$ cat src/rtl/mem_arbiter.sv
// Two-requester round-robin arbiter in front of one synchronous single-port RAM.
// A grant covers one beat, or two beats when a block's even half is followed by its odd half.
module mem_arbiter #(
  parameter int AW = 10,
  parameter int DW = 20
) (
  input  logic          clk,
  input  logic          rst_n,
  input  logic          req0,
  input  logic          req1,
  input  logic          rw0,
  input  logic          rw1,
  input  logic [AW-1:0] addr0,
  input  logic [AW-1:0] addr1,
  input  logic [DW-1:0] wdata0,
  input  logic [DW-1:0] wdata1,
  output logic          ready0,
  output logic          ready1,
  output logic [DW-1:0] rdata0,
  output logic [DW-1:0] rdata1,
  output logic [1:0]    gnt,
  output logic          ram_we,
  output logic [AW-1:0] ram_addr,
  output logic [DW-1:0] ram_wdata,
  input  logic [DW-1:0] ram_rdata
);

  localparam logic [1:0] S_IDLE  = 2'd0;
  localparam logic [1:0] S_ISSUE = 2'd1;
  localparam logic [1:0] S_DONE  = 2'd2;

  logic [1:0] r_state;
  logic [1:0] r_gnt;
  logic       r_lp;
  logic       r_bc;
  logic       r_rw;
  logic       r_phase;

  logic          w_own1;
  logic          w_req_g;
  logic          w_rw_g;
  logic [AW-1:0] w_addr_g;
  logic [DW-1:0] w_wdata_g;
  logic          w_pick1;
  logic          w_issue;
  logic          w_done;
  logic          w_lock;

  assign w_own1    = r_gnt[1];
  assign w_req_g   = w_own1 ? req1   : req0;
  assign w_rw_g    = w_own1 ? rw1    : rw0;
  assign w_addr_g  = w_own1 ? addr1  : addr0;
  assign w_wdata_g = w_own1 ? wdata1 : wdata0;

  // On a tie the requester that was not served last wins.
  assign w_pick1 = req1 & (~req0 | ~r_lp);

  assign w_issue = (r_state == S_ISSUE);
  assign w_done  = (r_state == S_DONE);
  assign w_lock  = w_req_g & ~r_phase & ~r_bc;

  always_ff @(posedge clk or negedge rst_n) begin
    if (!rst_n) begin
      r_state <= S_IDLE;
      r_gnt   <= 2'b00;
      r_lp    <= 1'b1;
      r_bc    <= 1'b0;
      r_rw    <= 1'b0;
      r_phase <= 1'b0;
    end else begin
      // NOTE: non-blocking assignments so every branch reads pre-edge state.
      case (r_state)
        S_IDLE: begin
          if (req0 | req1) begin
            r_gnt   <= {w_pick1, ~w_pick1};
            r_bc    <= 1'b0;
            r_state <= S_ISSUE;
          end
        end
        S_ISSUE: begin
          r_rw    <= w_rw_g;
          r_phase <= w_addr_g[0];
          r_state <= S_DONE;
        end
        S_DONE: begin
          if (w_lock) begin
            r_bc    <= 1'b1;
            r_state <= S_ISSUE;
          end else begin
            r_lp    <= w_own1;
            r_gnt   <= 2'b00;
            r_state <= S_IDLE;
          end
        end
        default: begin
          r_gnt   <= 2'b00;
          r_state <= S_IDLE;
        end
      endcase
    end
  end

  // NOTE: RAM strobes and ready are decoded from state rather than registered,
  // so the asynchronous reset of the state clears them without waiting for an edge.
  assign ram_we    = w_issue & w_rw_g;
  assign ram_addr  = w_issue ? w_addr_g  : '0;
  assign ram_wdata = w_issue ? w_wdata_g : '0;

  assign ready0 = w_done & r_gnt[0];
  assign ready1 = w_done & r_gnt[1];
  assign rdata0 = (ready0 & ~r_rw) ? ram_rdata : '0;
  assign rdata1 = (ready1 & ~r_rw) ? ram_rdata : '0;

  assign gnt = r_gnt;

endmodule

$ cat config.mk
export PLATFORM = sky130hd
export DESIGN_NAME = mem_arbiter
export DESIGN_NICKNAME = d
export VERILOG_FILES = /design/src/rtl/mem_arbiter.sv
export SDC_FILE = /design/constraint.sdc
export NUM_CORES = 1
export LEC_CHECK = 0
export CORE_UTILIZATION = 23
export DETAILED_ROUTE_END_ITERATION = 10
export PLACE_DENSITY = 0.76
export SLEW_MARGIN = 0
export SYNTH_ARGS = -nofsm -noshare
export SYNTH_HDL_FRONTEND = slang
export SYNTH_SLANG_ARGS = --single-unit
$ cat constraint.sdc
create_clock -name clk -period 1.37 [get_ports clk]
set_clock_uncertainty 0.2 [all_clocks]
set_input_delay 0.2055 -clock clk [delete_from_list [all_inputs] [get_ports clk]]
set_output_delay 0.2055 -clock clk [all_outputs]
set_load 0.02 [all_outputs]
# After elaboration in Yosys (flattened, before gate mapping)
# Index checks and enable logic that the tools add are counted.
# Widths: inputs -> output; s select.
[totals]
ff_bits = 8
input_bits = 86
output_inout_bits = 75
wordCells = 51
[classes]
eq_ne = 5
muxes = 17
bitwise = 18
n_reduce_logical = 5
[ops]
columns = ["op", "count"]
rows = [
  ["$mux 20", 4],
  ["$mux 10", 2],
  ["$pmux 2 s3", 2],
  ["$and 1x1->1", 8],
  ["$not 1->1", 8],
  ["$mux 2", 3],
  ["$reduce_and 3->1", 2],
  ["$mux 1", 5],
  ["$ne 2x2->1 const B", 2],
  ["$eq 2x1->1 const B", 1],
  ["$eq 2x2->1 const B", 1],
  ["$logic_not 2->1", 1],
  ["$ne 2x1->1 const B", 1],
  ["$or 1x1->1", 2],
  ["$pmux 1 s2", 1],
  ["$reduce_and 2->1", 1],
  ["$reduce_bool 2->1", 1],
]

# Logic depth before layout (Yosys ltp)
# Gate-level depths: netlist of run 1.
[logic_depth]
depth_word = 6
depth_mapped = 5
depth_no_buf = 4

# Worst setup path before layout of run 1
# No wires, ideal clock.
[synth_path]
path_type = "reg-to-output"
startpoint = "reg r_state[0]"
endpoint = "out rdata0[0]"
t_arrival_ns = 1.358
t_required_ns = 0.965
path_slack_ns = -0.394
path_stages_with_launch = 6
path_buffers = 2
cell_sequence = "dfrtp_1 buf_6 and3b_1 nor2b_4 buf_6 and2_1"
[synth_between]
elab_chain_cells = 4
[synth_rtl]
columns = ["element", "line_no", "text"]
rows = [
  ["start, declared", "32", "logic [1:0] r_state;"],
  ["start signal, assigned", "64", "r_state <= S_IDLE;"],
  ["start signal, assigned", "77", "r_state <= S_ISSUE;"],
  ["start signal, assigned", "83", "r_state <= S_DONE;"],
  ["$eq 2x2->1", "59", "assign w_done = (r_state == S_DONE);"],
  ["$and 1x1->1", "109", "assign ready0 = w_done & r_gnt[0];"],
  ["via ready0", "17", "output logic ready0,"],
  ["$and 1x1->1", "111", "assign rdata0 = (ready0 & ~r_rw) ? ram_rdata : '0;"],
  ["$mux 20", "111", ""],
  ["end, declared", "19", "output logic [DW-1:0] rdata0,"],
]
# The timed path passes the listed nets, and every way through them passes these cells.

# Worst setup path after layout of run 1
[layout_path]
startpoint = "reg r_state[0]"
endpoint = "out rdata0[0]"
[layout_between]
elab_chain_cells = 4
[layout_rtl]
columns = ["element", "line_no"]
rows = [
  ["$eq 2x2->1", "59"],
  ["$and 1x1->1", "109"],
  ["$and 1x1->1", "111"],
  ["$mux 20", "111"],
]
# Every way passes these cells.

==> results.cfg, run 1 <==
[status]
outcome = complete, but fails checks
failed_checks = setup timing

[critical_path]
cp_top_family = simple AND/OR/NAND/NOR gates
crit_buf_inv = 3
r2r_cells = 6
slowest_stage = dfrtp_1
crit_path_cell_trace = and3b_2 -> nor2b_4 -> buf_12 -> buf_16 -> and2_4 -> buf_6
reg2reg_from = gnt[1]
start_kind = flop
cp.arrival_ns = 1.62
cp-end-kind = primary output
worstSetupPathType = flop to primary output
crit_required_ns = 0.96
r2r-end = r_bc
path_max_fanout = 5
r2r_setup_slack_ns = -0.46
slowest_delay_ns = 0.42

[synth]
synth_top_family_by_area = simple AND/OR/NAND/NOR gates
synth-compound-area-share = 0.07837
synth_top_area_share = 0.2675
yosys.area_share.simple = 0.3992
synth_seq_area_share = 0.1682
synth_fp_nets = 243
yosysUniqueCellTypes = 28
ys.flop_type = dfrtp_1
ys_top_cells_by_area = mux2i_1 27%, and2_1 21%, dfrtp_1 15%
syn_area_per_cell_um2 = 7.627
synth_seq_cells = 8
synth_common_cells = 41 x and2_1, 34 x nor2_1, 32 x mux2i_1, 11 x buf_2, 7 x dfrtp_1
yosysWarnings = 0
synth_adder_area_share = 0
muxShareOfSynthArea = 0.2675
yosys.cell_count.top_type = and2_1
yosys.area_share.xor_xnor = 0
ys_async_sr_fraction = 1.000
synth_area_mm2 = 0.001197
synth_edf_count = 0
yosysTopAreaCell = mux2i_1
synthCells = 157

[timing]
setup_tns_ns = -42.52
layout_min_cycle_time_ns = 2.025
finalCritPeriodShare = 1.478
worst_slew_pin_slew_ns = 0.4213
fmax_ghz = 0.4937
slew_headroom = 0.7182
grt_setup_unrepaired = true
finalHoldViolCount = 0
setup_viol = 80
slew_viol_final = 0
worst_slack_ns = -0.6553

[clocking]
cts.clk_slew.worst_paths_ns = 0.05
clock-sinks = 8
cts_tree = built
cts.htree.levels = 1
cts_inserted_buffers = 3
clk_path_buf_depth = 2
clock-root-buffer = clkbuf_8
clock_latency_ns = 0.25

[die]
die_w_um = 74.16
dieArea_mm2 = 0.005499
core_mm2 = 0.004880
ios = 161
initial_utilization = 0.2454
die_y_um = 74.16
placementRows = 25

[place]
placed_area_mm2 = 0.003558
dp_hpwl_um = 4458
port_buffers = 160
gp_congestion = 0.7984

[finish]
area_delta_synth_final_pct = 271.6
fillers = 180
drive_gt1_frac = 0.6936
postLayoutCellArea_mm2 = 0.004449
final_nets = 446
num_antenna_cells = 0

[global_routing]
grt_pass1_wl_um = 12440
antenna_found_initial = 0
grt_pass1_vias = 2268
track_usage = 0.3102
grt_max_degree = 21
grt_overflow = 0

[routing]
drt-total-wl_um = 9458
first_pass_iters = 4
drc = 0
viasPerCell = 4.939
drt_iter0_markers = 26
wl_per_cell_um = 22.20
detail-route-antenna-nets = 0
route.vias.total = 2104

[min_path]
min_path_type = input pin to async pin

[power]
p_per_area_mw_per_mm2 = 1697
ir_worst_vdd_v = 0.001378
p_total_mw = 7.549
leakage_nw = 1.798

[flow_run]
cap_violations = 0
-- registers in the layout (all words and copies together) (netlist names) --
| name | count |
|---|---|
| r_rw | 1 |
| r_lp | 1 |
| gnt | 2 |
| r_state | 2 |
| r_phase | 1 |
| r_bc | 1 |
-- how the worst max path moves through the flow --
stage / depth (start not counted) / from / slack, ns / to
after floorplan: 5 / r_state[0] / -0.28 / rdata0[0]
after global placement: 5 / r_state[0] / -0.71 / rdata1[14]
after detailed placement: 5 / r_state[0] / -0.73 / rdata0[1]
after CTS: 6 / r_state[0] / -0.59 / rdata0[16]
after global routing: 6 / r_state[0] / -0.69 / rdata0[14]
final: 6 / r_state[0] / -0.66 / rdata0[0]
-- what timing repair did --
item	CTS	global route
pin swaps	19	19
hold buffers	0	0
buffers inserted	25	9
setup endpoints to repair	82	81
gates resized for setup	494	24
gates cloned	3	0
-- metrics by stage --
step	cells	hold WS (ns)	util	setup WS, ns
after floorplan	157	-0.2901	-	-0.2802
after global placement	393	0.2898	0.7292	-0.7118
after detailed placement	393	0.2927	0.7292	-0.7344
after CTS	422	0.07743	0.8892	-0.5894
after global routing	426	0.08537	0.9118	-0.6854
final	426	0.06092	0.9118	-0.6553
-- layout by cell type (no fill, tap or decap), types with 2 or more instances in the layout --
cell / instances
nor2_1: 2
nand2b_4: 2
buf_12: 18
inv_2: 2
buf_6: 88
a21o_1: 2
nor2_4: 31
buf_4: 16
clkdlybuf4s50_1: 84
a32oi_1: 2
and2_4: 40
nand3b_1: 2
buf_8: 2
mux2i_4: 32
buf_16: 2
nand2b_1: 2
dfrtp_1: 6
clkbuf_8: 3
-- where the power goes --
part,internal [mW],switching [mW],leakage [nW],total [mW]
combinational,3.78,2.93,1.68,6.71
sequential,0.356,0.141,0.0978,0.497
clock,0.205,0.133,0.0228,0.338
-- final cells by class --
| type | instances | area (um^2) | area share |
|---|---|---|---|
| repair buffers | 212 | 2411 | 0.5419 |
| multi-input cells | 131 | 1687 | 0.3791 |
| flip-flops and latches | 8 | 202.7 | 0.04556 |
| well taps | 67 | 83.83 | 0.01884 |
| clock buffers | 4 | 45.04 | 0.01012 |
| inverters | 4 | 20.02 | 0.004499 |
-- cell families (layout without fill, tap and decap cells) --
family          after synthesis  in the layout
mux                          32             32
flops                         8              8
compound gates               12             12
buf+inv                      18            220
simple gates                 87             87
-- routing by layer --
layer | vias to the layer above | wire length, um | part of all wire | global-route usage
li1 | 926 | - | - | -
met3 | 41 | 684 | 0.072 | 0.06640
met2 | 137 | 5322 | 0.56 | 0.6333
met1 | 1000 | 2968 | 0.31 | 0.2891
met5 | - | 0 | 0 | 0
met4 | 0 | 482 | 0.051 | 0.1368
Power figures use the tool's default switching activity.
==> inputs of run 2 (changes only) <==
--- a/config.mk
+++ b/config.mk
@@ -8,6 +8,7 @@
 export CORE_UTILIZATION = 23
 export DETAILED_ROUTE_END_ITERATION = 10
 export PLACE_DENSITY = 0.76
+export RECOVER_POWER = 100
 export SLEW_MARGIN = 0
 export SYNTH_ARGS = -nofsm -noshare
 export SYNTH_HDL_FRONTEND = slang
==> run 2 against run 1 <==
  * The run still ends with setup timing left
  * Final cell count unchanged
  * Die area unchanged
  * Clock power about the same
==> results.cfg, run 2 (synthesized netlist as in run 1, its figures left out) <==
[place]
placed_area_mm2 = 0.003558
dp_hpwl_um = 4458
port_buffers = 160
gp_congestion = 0.7984

[die]
die_w_um = 74.16
dieArea_mm2 = 0.005499
initial_utilization = 0.2454
ios = 161
placementRows = 25
core_mm2 = 0.004880
die_y_um = 74.16

[critical_path]
r2r_cells = 6
startpoint = r_state[0]
cp.arrival_ns = 1.62
worstSetupPathType = flop to primary output
reg2reg_from = gnt[1]
cp-end-kind = primary output
path_max_fanout = 5
crit_required_ns = 0.96
start_kind = flop
r2r-end = r_bc
crit_end = rdata0[0]
r2r_setup_slack_ns = -0.46

[finish]
fillers = 180
area_delta_synth_final_pct = 270.8
final_nets = 446
multi_input_area_mm2 = 0.001687
fin_util = 0.9100
final_common_cell = buf_6
postLayoutCellArea_mm2 = 0.004441
num_antenna_cells = 0
final_cell_mix = 89 x buf_6, 83 x clkdlybuf4s50_1, 40 x and2_4
regArea_um2 = 202.7
drive_gt1_frac = 0.6936

[clocking]
clk_path_buf_depth = 2
cts.clk_slew.worst_paths_ns = 0.05
clock_latency_ns = 0.25
cts_tree = built
cts_inserted_buffers = 3
cts.htree.levels = 1
clock-root-buffer = clkbuf_8
clock-sinks = 8

[power]
p_comb_frac = 0.889
p_per_area_mw_per_mm2 = 1692
leakage_nw = 1.794
switching_share = 0.4261
seqPwrFrac = 0.066
power.switching_mw = 3.202
internal_power_mw = 4.313
ir_worst_vdd_v = 0.001375
clockPowerShare = 0.045

[routing]
detail-route-antenna-nets = 0
drt_iter0_markers = 26
first_pass_iters = 4
drc = 0
wl_per_cell_um = 22.20
drt-total-wl_um = 9458
viasPerCell = 4.937
route.vias.total = 2103

[min_path]
min_path_type = input pin to async pin

[global_routing]
grt_overflow = 0
met2_usage = 0.6333
top_usage_layer = met2
grt_use_met1 = 0.2891
met3_usage = 0.06640
grt_max_degree = 21
grt_pass1_wl_um = 12440
track_usage = 0.3102
antenna_found_initial = 0
grt_pass1_vias = 2268

[status]
failed_checks = setup timing
outcome = complete, but fails checks

[timing]
setup_viol = 80
slew_viol_final = 0
layout_min_cycle_time_ns = 2.027
finalCritPeriodShare = 1.479
worst_slew_pin_slew_ns = 0.4298
finalHoldViolCount = 0
worst_slack_ns = -0.6567
slew_headroom = 0.7125
fmax_ghz = 0.4934
grt_setup_unrepaired = true

[flow_run]
cap_violations = 0
==> run 2: how the worst min path moves through the flow <==
stage | from | endpoint | slack [ns] | depth (start not counted)
finish | rst_n | r_state[1] | 0.13 | 1
global route | rst_n | r_state[1] | 0.16 | 1
CTS | rst_n | r_phase | 0.08 | 1
detailed placement | r_lp | r_lp | 0.29 | 2
global placement | r_lp | r_lp | 0.29 | 2
floorplan | rst_n | gnt[0] | -0.29 | 0
==> run 2: power groups by stage <==
stage / registers [mW] / clock network [mW] / logic, mW
after floorplan: 0.472 / 0 / 3.04
after global placement: 0.442 / 0 / 4.48
final: 0.497 / 0.337 / 6.68
after detailed placement: 0.447 / 0 / 4.52
after global routing: 0.501 / 0.341 / 6.93
after CTS: 0.463 / 0.302 / 6.24
==> run 2: what timing repair did <==
action | in CTS | in global routing
gates cloned | 3 | 0
hold buffers | 0 | 0
setup buffers | 25 | 9
pin swaps | 19 | 19
endpoints found under the setup margin | 82 | 81
resized for setup | 494 | 24
==> run 2: critical path, cell delays in order (launching register included) <==
cell and delay (ns):
dfrtp_1 0.42, and3b_2 0.26, nor2b_4 0.19, buf_12 0.14
buf_16 0.11, and2_4 0.14, buf_6 0.11
==> run 2: final cells by class <==
cell class,count,area share
multi-input cells,131,0.3798
well taps,67,0.01888
flip-flops and latches,8,0.04565
repair buffers,212,0.5410
clock buffers,4,0.01014
inverters,4,0.004508
==> run 2: per-stage QoR <==
stage          hold slack, ns  instances  worst slack [ns]  power, mW  setup TNS, ns
2_1_floorplan         -0.2901        157           -0.2802      3.515         -14.43
3_3_place_gp           0.2898        393           -0.7118      4.917         -48.06
3_5_place_dp           0.2927        393           -0.7344      4.965         -49.10
4_1_cts               0.07743        422           -0.5894      7.009         -36.00
5_1_grt                0.1554        426           -0.6854      7.770         -45.43
6_report               0.1331        426           -0.6567      7.515         -42.53
==> run 2: metal layers <==
metal  up-vias  part of all wire
met3        41             0.072
li1        926                 -
met5         -                 0
met4         0             0.051
met1       999              0.31
met2       137              0.56
==> inputs of run 3 (changes only) <==
--- a/config.mk
+++ b/config.mk
@@ -13,3 +13,4 @@
 export SYNTH_ARGS = -nofsm -noshare
 export SYNTH_HDL_FRONTEND = slang
 export SYNTH_SLANG_ARGS = --single-unit
+export TNS_END_PERCENT = 20
==> run 3 against run 2 <==
  * Core utilization is 22 points lower
  * Critical endpoint is now ram_wdata[19]
  * Critical path type unchanged
  * Sequential share of layout area grew 1.5 points
  * Clock power fell by 13%
  * The run still ends with setup timing left
  * Largest cell class unchanged
  * Critical path depth down 1
==> results.cfg, run 3 (synthesized netlist as in run 1, its figures left out) <==
[die]
initial_utilization = 0.2454
ios = 161
dieArea_mm2 = 0.005499
die_y_um = 74.16
core_mm2 = 0.004880
die_w_um = 74.16
placementRows = 25

[global_routing]
grt_overflow = 0
grt_pass1_wl_um = 7652
grt_pass1_vias = 1637
grt_max_degree = 21
track_usage = 0.1772
antenna_found_initial = 0

[flow_run]
cap_violations = 0

[timing]
grt_setup_unrepaired = true
slew_headroom = 0.7580
worst_slew_pin_slew_ns = 0.3618
finalCritPeriodShare = 1.340
finalHoldViolCount = 0
layout_min_cycle_time_ns = 1.836
setup_viol = 79
worst_slack_ns = -0.4658
fmax_ghz = 0.5447
slew_viol_final = 0

[power]
p_comb_frac = 0.836
ir_worst_vdd_v = 0.0009303
leakage_nw = 1.511
p_total_mw = 4.592
internal_power_mw = 2.568
p_per_area_mw_per_mm2 = 1369
switching_share = 0.4407
seqPwrFrac = 0.100
clockPowerShare = 0.064
power.switching_mw = 2.024

[clocking]
clock-root-buffer = clkbuf_8
cts.htree.levels = 1
clk_path_buf_depth = 2
cts.clk_slew.worst_paths_ns = 0.04
clock_latency_ns = 0.23
cts_inserted_buffers = 3
clock-sinks = 8
cts_tree = built

[routing]
detail-route-antenna-nets = 0
route.vias.total = 1811
first_pass_iters = 4
drt-total-wl_um = 5498
drc = 0
wl_per_cell_um = 13.78
drt_iter0_markers = 34
viasPerCell = 4.539

[place]
dp.cells = 391
port_buffers = 160
dp_hpwl_um = 4396
gp_congestion = 0.8339

[finish]
drive_gt1_frac = 0.5693
num_antenna_cells = 0
final_cell_count_no_fill = 399
multi_input_area_mm2 = 0.001110
fillers = 399
final_cell_mix = 84 x clkdlybuf4s50_1, 55 x buf_6, 40 x and2_4
regArea_um2 = 202.7
final_nets = 419
final_common_cell = clkdlybuf4s50_1
area_delta_synth_final_pct = 180.1

[critical_path]
r2r_setup_slack_ns = -0.13
cp-end-kind = primary output
startpoint = gnt[1]
worstSetupPathType = flop to primary output
path_max_fanout = 10
r2r-end = r_rw
cp.arrival_ns = 1.43
crit_end = ram_wdata[19]
crit_required_ns = 0.96
reg2reg_from = r_state[0]
r2r_cells = 6
start_kind = flop

[status]
failed_checks = setup timing
outcome = complete, but fails checks

[min_path]
min_path_type = input pin to async pin
## run 3: changes by cell type in the layout (fill, tap and decap cells not counted), moves of 2 or more
cell,previous run,this run
buf_16,2,0
nor2_4,31,1
clkdlybuf4s15_2,0,8
mux2i_4,32,0
buf_2,1,11
buf_8,2,0
mux2i_2,0,4
buf_12,17,7
buf_6,89,55
mux2i_1,0,28
nor2_2,1,31
buf_4,16,18
## run 3: final cells by class
class	count	area share
inverter	4	0.005222
timing repair buffer	185	0.5651
multi-input combinational	131	0.3308
clock buffer	4	0.01343
tap	67	0.02499
sequential	8	0.06043
## run 3: how the worst min path moves through the flow
stage	endpoint	slack, ns	depth (start not counted)
after floorplan	gnt[0]	-0.29	0
after global placement	r_lp	0.29	2
after detailed placement	r_lp	0.30	2
after CTS	gnt[0]	0.07	1
after global routing	gnt[0]	0.15	1
final	gnt[0]	0.13	1
## run 3: stage by stage
step / hold slack, ns / cell area (um^2) / TNS [ns] / util / worst slack, ns
6_report: 0.1268 / 3354 / -30.23 / 0.6874 / -0.4658
5_1_grt: 0.1529 / 3354 / -34.89 / 0.6874 / -0.5268
4_1_cts: 0.06939 / 3297 / -32.29 / 0.6756 / -0.4862
3_5_place_dp: 0.2955 / 3179 / -47.09 / 0.6515 / -0.6821
3_3_place_gp: 0.2902 / 3179 / -45.78 / 0.6515 / -0.6611
2_1_floorplan: -0.2901 / 1356 / -17.99 / - / -0.2805
## run 3: timing repair
item | CTS | global route
hold buffers | 0 | 0
setup endpoints to repair | 82 | 81
gates resized for setup | 395 | 41
gates cloned | 3 | 0
pin swaps | 8 | 10
setup buffers | 1 | 0
## run 3: critical path: stages, from the launching register on
cell	delay (ns)
dfrtp_2	0.43
buf_12	0.16
buf_12	0.13
mux2i_1	0.19
nor2_2	0.04
clkdlybuf4s15_2	0.25
## run 3: metal layers
metal / track usage / up-vias / wire length [um]
li1: - / 876 / -
met1: 0.1766 / 828 / 1898
met2: 0.3636 / 101 / 3045
met3: 0.03388 / 6 / 498
met4: 0.05128 / 0 / 56
met5: 0 / - / 0
## run 3: power groups by stage
| stage | sequential (mW) | clock (mW) | combinational, mW |
|---|---|---|---|
| after floorplan | 0.461 | 0 | 2.03 |
| after global placement | 0.443 | 0 | 3.71 |
| after detailed placement | 0.449 | 0 | 3.73 |
| after CTS | 0.464 | 0.305 | 3.74 |
| after global routing | 0.477 | 0.319 | 4.06 |
| final | 0.461 | 0.294 | 3.84 |
